## src/rtl/rename_stage.sv

```systemverilog
// Register-rename stage: maps one decoded instruction per cycle from
// architectural to physical register tags using a RAT and a free-list FIFO.
// Retired old destination tags are returned to the free list.
// Outputs are registered with a valid/ready handshake on both sides.
module rename_stage #(
    parameter int NUM_ARCH = 32,
    parameter int NUM_PHYS = 64,
    parameter int PREG_W   = 6,
    parameter int FL_DEPTH = 32
) (
    input  logic              clk,
    input  logic              rst_n,
    input  logic              in_valid,
    output logic              in_ready,
    input  logic [6:0]        in_opcode,
    input  logic [4:0]        in_rs1,
    input  logic [4:0]        in_rs2,
    input  logic [4:0]        in_rd,
    input  logic [31:0]       in_instr,
    output logic              out_valid,
    input  logic              out_ready,
    output logic [6:0]        out_opcode,
    output logic [31:0]       out_instr,
    output logic [PREG_W-1:0] out_ps1,
    output logic [PREG_W-1:0] out_ps2,
    output logic [PREG_W-1:0] out_pd,
    output logic [PREG_W-1:0] out_old_pd,
    output logic              out_has_rd,
    input  logic              ret_valid,
    input  logic [PREG_W-1:0] ret_old_pd,
    output logic [5:0]        free_count
);

    localparam int PTR_W = $clog2(FL_DEPTH);
    localparam logic [PTR_W:0] FL_FULL = (PTR_W+1)'(FL_DEPTH);

    localparam logic [6:0] OP_RTYPE = 7'b0110011;
    localparam logic [6:0] OP_IMM   = 7'b0010011;
    localparam logic [6:0] OP_LOAD  = 7'b0000011;

    logic [PREG_W-1:0] rat       [NUM_ARCH];
    logic [PREG_W-1:0] free_list [FL_DEPTH];
    logic [PTR_W-1:0]  head;
    logic [PTR_W-1:0]  tail;
    logic [PTR_W:0]    count;

    logic              needs_rd;
    logic              accept;
    logic              alloc;
    logic              push;
    logic [PREG_W-1:0] alloc_tag;

    // Only register-writing opcodes with a non-zero rd consume a tag.
    always_comb begin
        needs_rd = ((in_opcode == OP_RTYPE) || (in_opcode == OP_IMM) ||
                    (in_opcode == OP_LOAD)) && (in_rd != 5'd0);
    end

    // Readiness uses the registered count, so a same-cycle retire cannot
    // rescue an allocation stalled on an empty free list.
    assign in_ready   = (!out_valid || out_ready) && (!needs_rd || (count != '0));
    assign accept     = in_valid && in_ready;
    assign alloc      = accept && needs_rd;
    assign push       = ret_valid && (ret_old_pd != '0) && (count != FL_FULL);
    assign alloc_tag  = free_list[head];
    assign free_count = 6'(count);

    // RAT: identity mapping on reset; rd remapped to the allocated tag.
    always_ff @(posedge clk or negedge rst_n) begin
        if (!rst_n) begin
            for (int i = 0; i < NUM_ARCH; i++) begin
                rat[i] <= PREG_W'(i);
            end
        end else if (alloc) begin
            rat[in_rd] <= alloc_tag;
        end
    end

    // Free-list storage: starts holding the tags above the architectural range.
    always_ff @(posedge clk or negedge rst_n) begin
        if (!rst_n) begin
            for (int i = 0; i < FL_DEPTH; i++) begin
                free_list[i] <= PREG_W'(NUM_ARCH + i);
            end
        end else if (push) begin
            free_list[tail] <= ret_old_pd;
        end
    end

    // Free-list pointers and occupancy; full and empty both have head==tail.
    always_ff @(posedge clk or negedge rst_n) begin
        if (!rst_n) begin
            head  <= '0;
            tail  <= '0;
            count <= FL_FULL;
        end else begin
            if (alloc) begin
                head <= head + 1'b1;
            end
            if (push) begin
                tail <= tail + 1'b1;
            end
            case ({alloc, push})
                2'b10:   count <= count - 1'b1;
                2'b01:   count <= count + 1'b1;
                default: count <= count;
            endcase
        end
    end

    // Output register: loads on accept (sources read pre-update RAT), holds on stall.
    always_ff @(posedge clk or negedge rst_n) begin
        if (!rst_n) begin
            out_valid  <= 1'b0;
            out_opcode <= '0;
            out_instr  <= '0;
            out_ps1    <= '0;
            out_ps2    <= '0;
            out_pd     <= '0;
            out_old_pd <= '0;
            out_has_rd <= 1'b0;
        end else if (accept) begin
            out_valid  <= 1'b1;
            out_opcode <= in_opcode;
            out_instr  <= in_instr;
            out_ps1    <= rat[in_rs1];
            out_ps2    <= rat[in_rs2];
            out_pd     <= needs_rd ? alloc_tag : '0;
            out_old_pd <= needs_rd ? rat[in_rd] : '0;
            out_has_rd <= needs_rd;
        end else if (out_ready) begin
            out_valid  <= 1'b0;
        end
    end

    // Flag a retire that would overflow the free list; the push itself is dropped.
    always_ff @(posedge clk) begin
        if (rst_n && ret_valid && (ret_old_pd != '0)) begin
            assert (count != FL_FULL)
                else $error("rename_stage: retire push into full free list (tag %0d)", ret_old_pd);
        end
    end

endmodule
```

## config.mk

```make
export PLATFORM = sky130hd
export DESIGN_NAME = rename_stage
export DESIGN_NICKNAME = d
export VERILOG_FILES = /design/src/rtl/rename_stage.sv
export SDC_FILE = /design/constraint.sdc
export NUM_CORES = 1
export LEC_CHECK = 0
export ABC_AREA = 1
export BUFFER_PORTS_ARGS = -buffer_cell sky130_fd_sc_hd__buf_2
export CORE_ASPECT_RATIO = 1.2
export CORE_MARGIN = 2
export CORE_UTILIZATION = 30
export CTS_CLUSTER_DIAMETER = 200
export DETAILED_ROUTE_END_ITERATION = 8
export MAX_ROUTING_LAYER = met4
export SETUP_SLACK_MARGIN = 0.02
export SLEW_MARGIN = 10
export SYNTH_ARGS = -nofsm -noshare
export SYNTH_HDL_FRONTEND = slang
export SYNTH_SLANG_ARGS = --single-unit
```

## constraint.sdc

```tcl
create_clock -name clk -period 2.82 [get_ports clk]
set_input_delay 0.423 -clock clk [delete_from_list [all_inputs] [get_ports clk]]
set_output_delay 0.423 -clock clk [all_outputs]
set_load 0.05 [all_outputs]
```

== After elaboration in Yosys (flattened, before gate mapping) ==
Cells that the tools add are included.
Word-level totals
  register bits: 465
  bits of input ports: 65
  output and inout port bits: 72
  logic and storage cells: 139
Cells by class
  add/subtract/negate cells: 4
  magnitude comparators: 7
  eq/ne operators: 6
  multiplexer cells: 23
  bitwise logic cells: 5
  reduce and logical (&&, ||, !) cells: 19
Operators by type and width (number)
  192-bit bitwise mux: 2
  6-bit binary-select mux with 5-bit select: 4
  6-bit 2-to-1 mux: 12
  6-bit demux with 5-bit select: 2
  6-bit >= comparator (second input constant): 5
  5-bit NOT with 6-bit output: 5
  6-bit by 1-bit less-than comparator with 1-bit output (second input constant): 2
  6-bit case mux with 2 select lines: 1
  6-bit nonzero test: 2
  5-bit by 1-bit adder with 5-bit output (second input constant): 2
  1-bit logical AND: 8
  7-bit by 2-bit == test with 1-bit output (second input constant): 1
  7-bit by 5-bit == test with 1-bit output (second input constant): 1
  7-bit by 6-bit == test with 1-bit output (second input constant): 1
  6-bit by 1-bit adder with 6-bit output (second input constant): 1
  6-bit != test (second input constant): 1
  6-bit by 1-bit subtractor with 6-bit output (second input constant): 1
  5-bit nonzero test: 1
  1-bit logical OR: 4
  2-bit nonzero test: 2
  2-bit by 1-bit == test with 1-bit output (second input constant): 1
  2-bit == test (second input constant): 1
  1-bit logical NOT: 2
  1-bit 2-to-1 mux: 2

== Depth between registers and ports, before layout ==
Gate-level depths: netlist of run 1.
  depth after elaboration: 11
  mapped depth: 18
  depth with buffers taken out: 16

== Worst setup path before layout of run 1 ==
No wires, ideal clock.
  path kind: reg-to-reg
  from: reg count[0] (netlist: free_count[0])
  to: reg count[5] (netlist: free_count[5])
  setup time: 0.061 ns
  arrival: 2.713 ns
  data required time: 2.759 ns
  slack: 0.047 ns
  stages on the path, launching flop included: 16
  buffers on the path: 2
  period minus slack after synthesis: 2.773 ns
  path through: dfrtp_1 > nor2_1 > nand4_1 > nand4_4 > buf_6 > buf_6 > ha_1 > inv_1 > ha_1 > nand3_1 > nand2_1 > nand2_1 > a21oi_1 > xor2_1 > nand2_1 > nand2_1
On the way
  cells in the longest elaborated chain, start to end: 7
  elaborated cells between the ends (all ways): 13
  classes of those cells: 2 x add/sub; 3 x eq/ne; 1 x mux; 7 x reduce/logical
RTL lines
  start: declaration: line 45  | logic [PTR_W:0] count;
  start signal: assignment: line 104  | 2'b10: count <= count - 1'b1;
  start signal: assignment: line 105  | 2'b01: count <= count + 1'b1;
  start signal: assignment: line 106  | default: count <= count;
  6-bit nonzero test: line 61  | assign in_ready = (!out_valid || out_ready) && (!needs_rd || (count != '0));
  1-bit logical OR: line 61
  1-bit logical AND: line 61
  1-bit logical AND: line 62  | assign accept = in_valid && in_ready;
  1-bit logical AND: line 63  | assign alloc = accept && needs_rd;
  2-bit by 1-bit == test with 1-bit output / 2-bit == test (equally long branches): line 103  | case ({alloc, push})
  6-bit case mux with 2 select lines / 2-bit nonzero test (equally long branches)
Several ways; a longest one is shown, not always the timed one.
A chain may end at the register's enable or synchronous reset.

== Worst setup path in the final report of run 1 ==
  from: reg count[1] (netlist: free_count[1])
  to: reg count[4] (netlist: free_count[4])
On the way
  elaborated cells between the ends (all ways): 13
  classes of those cells: 2 x add/sub; 3 x eq/ne; 1 x mux; 7 x reduce/logical
RTL lines
  6-bit != test (*): line 64  | assign push = ret_valid && (ret_old_pd != '0) && (count != FL_FULL);
  1-bit logical AND (*): line 64
  named net push: line 50  | logic push;
  2-bit by 1-bit == test with 1-bit output / 2-bit == test (equally long branches): line 103
  6-bit case mux with 2 select lines / 2-bit nonzero test (equally long branches)
The timed path passes the listed nets; every way through them passes the cells marked *.

==> impl_results.md, run 1 <==
* Status: finished, final reports clean
* Syn avg cell area at 7.048 um2
* Crit path launch type: register
* Length of the first detailed-routing pass in iterations at 6
* FF+latch count, synth at ~470
* Compound-gate portion of the synthesized area at 9.538%
* Core Region at about 0.087 mm2
* Ys async rst share at 100.0%
* Mapped Cells at 3745
* Final Util at 35.19%
* Fmax at about 0.38 GHz
* Crit path kind: reg2reg
* Area share of the largest cell type after synthesis at around 26%
* Crit path DAT at between 3 and 4 ns
* Die H at 328.9 um
* Initial antenna violation count at 0
* Minimum clock period at 2.652 ns
* Synth Area in XOR/XNOR at 0.3982%
* Leading cell type in the layout, fill and taps excluded: nand2_1
* First-pass GRT wire length at 147.9 mm
* RSZ-0062 raised after global routing: false
* Worst slew pin tran at between 0.8 and 0.9 ns
* Total CTS buffers at 54
* Reg2Reg Setup Slack at about 0.17 ns
* # port buffers at 136
* Clk buf depth at 3
* Crit path required time at 3.37 ns
* Vias in the first global route at 24720
* Switching Fraction at 38.43%
* Top_reg_cell synth: dfrtp_1
* Mean number of vias per cell at about 5.2
* Clock network fraction of design power at 30.6%
* Worst-skew pair later-pin latency at 0.64 ns
* Synth Area in Adders at 0.5499%
* Synth Area in Simple Gates at about two fifths
* Net count, final at 3885
* Final Hold Fails at 0
* Final cell count without fillers at 5003
* CTS tree: yes
* Mux share of post-synthesis cell area at 0%
* Crit-path cells: nor2_1 > nand4_1 > buf_4 > nand3_2 > inv_1 > ha_1 > inv_1 > ha_1 > buf_4 > nand3_1 > nand2_1 > o21ai_0 > a21oi_1 > a21oi_1
* Num Clock Sinks at about 470
* Yosys warnings at 0
* H-tree lvl count at 2
* Max incr delay on CP at around 0.39 ns
* Post-synth EDFFs at 0
* Overall routed net length at 96.31 mm
* Comb power frac at 32.6%
* Initial core utilization at 30.20%
* Setup bufs post-CTS at 0
* Int Pwr at 15.60 mW
* Slew Viols, Final at 0
* GPL Wtd Cong at ~0.95
* Seq/Total Area, Yosys at 45.00%
* Num ports at 137
* DP HPWL at around 60 mm
* GRT Total Usage at 21.51%
* Static Leak at 14.42 nW
* Final Cycle Share at 94.06%
* Largest family of logic cells by synthesized area: simple AND/OR/NAND/NOR gates
* Number of DRC markers in iteration 0 at 3126
* Area contributors post-synth: dfrtp_1 26%, nand2_1 20%, dfstp_2 19%
* Final setup vio count at 0
* Setup crit end kind: register
* Root Buffer: clkbuf_16
* CTS clk-pin slew, worst paths at 0.06 ns
* Site row count at 119
* Worst path slowest cell: dfrtp_1
* Grt ovf at 0
* Die width at 274.8 um
* Max-slew headroom at between 40% and 50%
* Post-synth cell types at 29
* Layout Area Growth over Synthesis at 16.53%
* Power Density at between 800 and 900 mW/mm2
* VDD IR-drop max at 768.1 uV
* Most frequent cells in the layout: 1392 x nand2_1, 599 x nand3_1, 425 x o21ai_0
* Diode count at 0
* Cell total after placement at 4867
* Number of max-cap violations at 0
* Seq pwr share at 36.8%
* Via count at 25990
* DRC Markers at 0
* Synthesized Nets at 3821
* Die Area at 0.09038 mm2
* Share of post-route cells with drive strength above 1 at 15.36%
* Mapped Area at 0.02639 mm2
* Net switching power at 9.735 mW
* Largest net degree at the start of global routing at between 90 and 100
* Clk_skew at 0.06186 ns
* ANT nets after route at 0
* Worst-path fanout max at 5
* Cell taking the most area after synthesis: dfrtp_1
* Type of the tightest min-delay check: in2reg
* WL/cell at 19.25 um
worst max-delay path: cells and delay by family (launching register included):
kind	cells	cell delay, ns
AO/OA/AOI/OAI	3	0.33
flip-flops	1	0.39
adder cells (fa/ha/maj)	2	0.53
buffers and inverters	4	0.69
AND/OR/NAND/NOR	5	0.61
worst paths after layout:
kind                                     from            end  depth (start not counted)
worst max register to register  free_count[1]  free_count[4]                         14
worst min-delay path              in_instr[0]   out_instr[0]                          3
max in group asynchronous               rst_n        rat[15]                          3
min in group asynchronous               rst_n   free_list[6]                          2
worst max-delay path            free_count[1]  free_count[4]                         14
worst min register to register       rat[188]       rat[188]                          0
final cells by class:
class | count | area [um2]
clock inverters | 29 | 421.7
repair buffers | 280 | 2265
flip-flops and latches | 465 | 11880
inverters | 57 | 219.0
fillers | 9193 | 56640
well taps | 1149 | 1438
multi-input cells | 2951 | 12990
clock buffers | 72 | 1540
state kept, by name (all words and copies together), names as in the netlist:
register / count
free_count: 6
free_list: 192
head: 5
out_has_rd: 1
out_instr: 32
out_old_pd: 6
out_opcode: 7
out_pd: 6
out_ps1: 6
out_ps2: 6
out_valid: 1
rat: 192
tail: 5
through the flow:
stage	hold slack (ns)	TNS (ns)	worst slack, ns	power [mW]	cell area, um2
detailed placement	0.4107	-0.2346	-0.08743	17.55	28440
global placement	0.4154	-0.2663	-0.1312	17.43	28440
global route	0.03899	0	0.02838	26.66	30760
floorplan	0.1274	0	0.04654	14.19	26390
CTS	0.01441	0	0.09182	25.41	30750
finish	0.04665	0	0.1675	25.33	30760
cells by family after synthesis:
kind of cell,count (synthesis)
and+or+nand+nor,2425
xor gates and xnor gates,12
buffers and inverters,329
DFF,465
AOI/OAI and AO/OA,503
adders and majority gates,11
routing by layer:
layer  global-route usage [%]  part of all wire, %  vias up  wire, um
li1                         -                    -    12300         -
met3                    3.935                  8.4      249      8098
met1                    27.58                   42    12250     40130
met2                    33.72                   46     1196     44430
met5                        -                    0        -         0
met4                    8.120                  3.8        0      3657
power by group through the flow:
stage	combinational (mW)	sequential [mW]	clock (mW)
6_report	8.26	9.33	7.74
5_1_grt	8.99	9.52	8.15
4_1_cts	8.20	9.32	7.89
3_5_place_dp	8.13	9.42	0
3_3_place_gp	8.04	9.39	0
2_1_floorplan	4.45	9.75	0
Yosys cell counts, types with 4 or more instances:
| cell | number |
|---|---|
| buf_4 | 10 |
| nor3_4 | 4 |
| a21oi_1 | 18 |
| inv_1 | 47 |
| ha_1 | 10 |
| buf_1 | 26 |
| nor2_4 | 31 |
| nand3_1 | 599 |
| nand2_1 | 1394 |
| o21ai_0 | 425 |
| inv_2 | 5 |
| dfrtp_1 | 272 |
| nor3_1 | 7 |
| xnor2_1 | 4 |
| nor2_1 | 378 |
| xor2_1 | 8 |
| o21ai_1 | 60 |
| dfstp_2 | 193 |
| buf_2 | 73 |
| buf_6 | 23 |
| clkbuf_1 | 140 |
repair_timing:
| item | in CTS | in global routing |
|---|---|---|
| hold buffers | 35 | 0 |
| endpoints found under the hold margin | 48 | 0 |
| resized for setup | 0 | 3 |
| endpoints found under the setup margin | 0 | 76 |
No activity file was read; power rests on OpenSTA's default activity.
==> inputs of run 2 (changes only) <==
- BUFFER_PORTS_ARGS: -buffer_cell sky130_fd_sc_hd__buf_2 -> -buffer_cell sky130_fd_sc_hd__buf_4
- CTS_BUF_LIST: not set -> sky130_fd_sc_hd__clkbuf_4 sky130_fd_sc_hd__clkbuf_8
==> impl_results.md, run 2 (synthesized netlist as in run 1, its figures left out) <==
* Status: finished, final reports clean
* Grt ovf at 0
* Worst path slowest cell: dfrtp_1
* Fill cell count at slightly above 9000
* Regs by FF count: free_list (192), rat (192), out_instr (32)
* Crit path launch type: register
* Worst slew pin tran at 0.7872 ns
* Total CTS buffers at 86
* Num ports at 137
* GPL Wtd Cong at 0.9989
* Overall routed net length at 98.52 mm
* DP HPWL at 59.38 mm
* Leading cell type in the layout, fill and taps excluded: nand2_1
* RSZ-0062 raised after global routing: false
* Via count at 26360
* Clk_skew at 0.07813 ns
* Share of post-route cells with drive strength above 1 at about 17%
* Initial core utilization at a little under a third
* Setup crit end kind: register
* WHS Path Cells at 4
* Worst-skew pair later-pin latency at approximately 0.7 ns
* CTS tree: yes
* Multi-input gate area at 0.01300 mm2
* ANT nets after route at 0
* Worst-path fanout max at 5
* Num Clock Sinks at 465
* Largest net degree at the start of global routing at between 100 and 150
* Final Hold Fails at 0
* Register area at between 0.01 and 0.015 mm2
* Crit path kind: reg2reg
* First-pass GRT wire length at 151.7 mm
* Root Buffer: clkbuf_8
* Reg2Reg Depth at 13
* Vias in the first global route at around 25000
* DP Worst Slack at -0.05720 ns
* Die H at 328.9 um
* Final setup vio count at 0
* Slew Viols, Final at 0
* GRT Total Usage at 22.05%
* H-tree lvl count at 3
* Mean number of vias per cell at around 5.2
* Length of the first detailed-routing pass in iterations at 6
* VDD IR-drop max at 878.1 uV
* Static Leak at about 15 nW
* Critical path depth at 13
* Most frequent cells in the layout: 1392 x nand2_1, 599 x nand3_1, 425 x o21ai_0
* Met2 Use GR at 32.88%
* Buffers & Inverters on Critical Path at 4
* Site row count at 119
* Initial antenna violation count at 0
* Max-slew headroom at 47.52%
* Hold WS at 0.07425 ns
* Met3 GRT Util at 3.394%
* Crit path required time at 3.43 ns
* Final Cycle Share at 92.93%
* Minimum clock period at around 2.6 ns
* # port buffers at between 100 and 150
* Die Area at 0.09038 mm2
* Setup TNS Final at 0 ns
* Layout Area Growth over Synthesis at 18.26%
* Core Region at 0.08740 mm2
* WL/cell at 19.47 um
* DRC Markers at 0
* Crit-path cells: nor2_1 > nand4_1 > buf_4 > nand3_2 > inv_1 > ha_1 > inv_2 > ha_1 > a21oi_1 > nand2_1 > buf_4 > xnor2_1 > o21ai_0
* Fmax at 0.3816 GHz
* Max incr delay on CP at 0.42 ns
* GR Util met1 at 29.35%
* Diode count at 0
* Number of max-cap violations at 0
* Overall Power at 25.43 mW
* Clk buf depth at 3
* Type of the tightest min-delay check: in2reg
* Die width at roughly 270 um
* Post-route worst setup slack at 0.1992 ns
* Top Usage Layer GRT: met2
* Net count, final at 3915
* Crit path DAT at approximately 3.2 ns
* Number of DRC markers in iteration 0 at 3250
* CP delay by family, top: buffers and inverters
* Power Density at 814.8 mW/mm2
* CTS clk-pin slew, worst paths at roughly 0.060 ns
[run 2: cell count changes in the layout (fill, tap and decap cells not counted), sizes merged]
cell,previous run,this run
clkbuf,72,135
buf,245,238
dlygate4sd3,35,40
bufinv,9,6
clkinvlp,3,1
clkinv,14,15
inv,60,61
[run 2: area by class of cell]
type	instances	area share [%]
Multi-Input combinational cell	2951	41.63
Inverter	57	0.7015
Clock inverter	26	1.030
Clock buffer	135	5.532
Timing Repair Buffer	278	8.434
Tap cell	1149	4.606
Sequential cell	465	38.06
[run 2: report_power, final]
| group | leakage [nW] | switching, mW | internal (mW) |
|---|---|---|---|
| clock network | 1.09 | 3.22 | 4.49 |
| registers | 5.61 | 0.827 | 8.54 |
| logic | 7.93 | 5.89 | 2.47 |
| total | 14.6 | 9.94 | 15.5 |
[run 2: path summary, 6_finish.rpt]
kind                               start              to  slack [ns]
setup / recovery           free_count[2]   free_count[3]        0.20
hold / removal                 out_ready       out_valid        0.07
setup reg to reg           free_count[2]   free_count[3]        0.20
hold reg to reg                 rat[187]        rat[187]        0.43
max in group asynchronous          rst_n  free_list[176]        1.58
min in group asynchronous          rst_n   free_list[19]        0.25
[run 2: worst reg2reg max path, cell delays in order (launching register included)]
cell     delay (ns)
dfrtp_1        0.42
nor2_1         0.14
nand4_1        0.30
buf_4          0.26
nand3_2        0.07
inv_1          0.13
ha_1           0.24
inv_2          0.11
ha_1           0.26
a21oi_1        0.14
nand2_1        0.08
buf_4          0.14
xnor2_1        0.11
o21ai_0        0.14
[run 2: stage by stage]
| stage | instances | util, % | instance area (um2) |
|---|---|---|---|
| 6_report | 5061 | 35.71 | 31210 |
| 5_1_grt | 5061 | 35.71 | 31210 |
| 4_1_cts | 5061 | 35.71 | 31210 |
| 3_5_place_dp | 4860 | 32.90 | 28750 |
| 3_3_place_gp | 4860 | 32.90 | 28750 |
| 2_1_floorplan | 3745 | - | 26390 |
[run 2: per-layer routing]
layer  vias up  part of all wire [%]  wire, um
li1      12370                     -         -
met1     12420                    42     41400
met2      1308                    45     44260
met3       261                   8.3      8213
met4         0                   4.7      4651
met5         -                     0         0
[run 2: timing repair]
| item | 4_1_cts | 5_1_grt |
|---|---|---|
| endpoints found under the setup margin | 42 | 3 |
| hold endpoints to repair | 81 | 0 |
| gates resized for setup | 3 | 2 |
| buffers inserted | 0 | 0 |
| pin swaps | 0 | 1 |
| hold buffers | 40 | 0 |
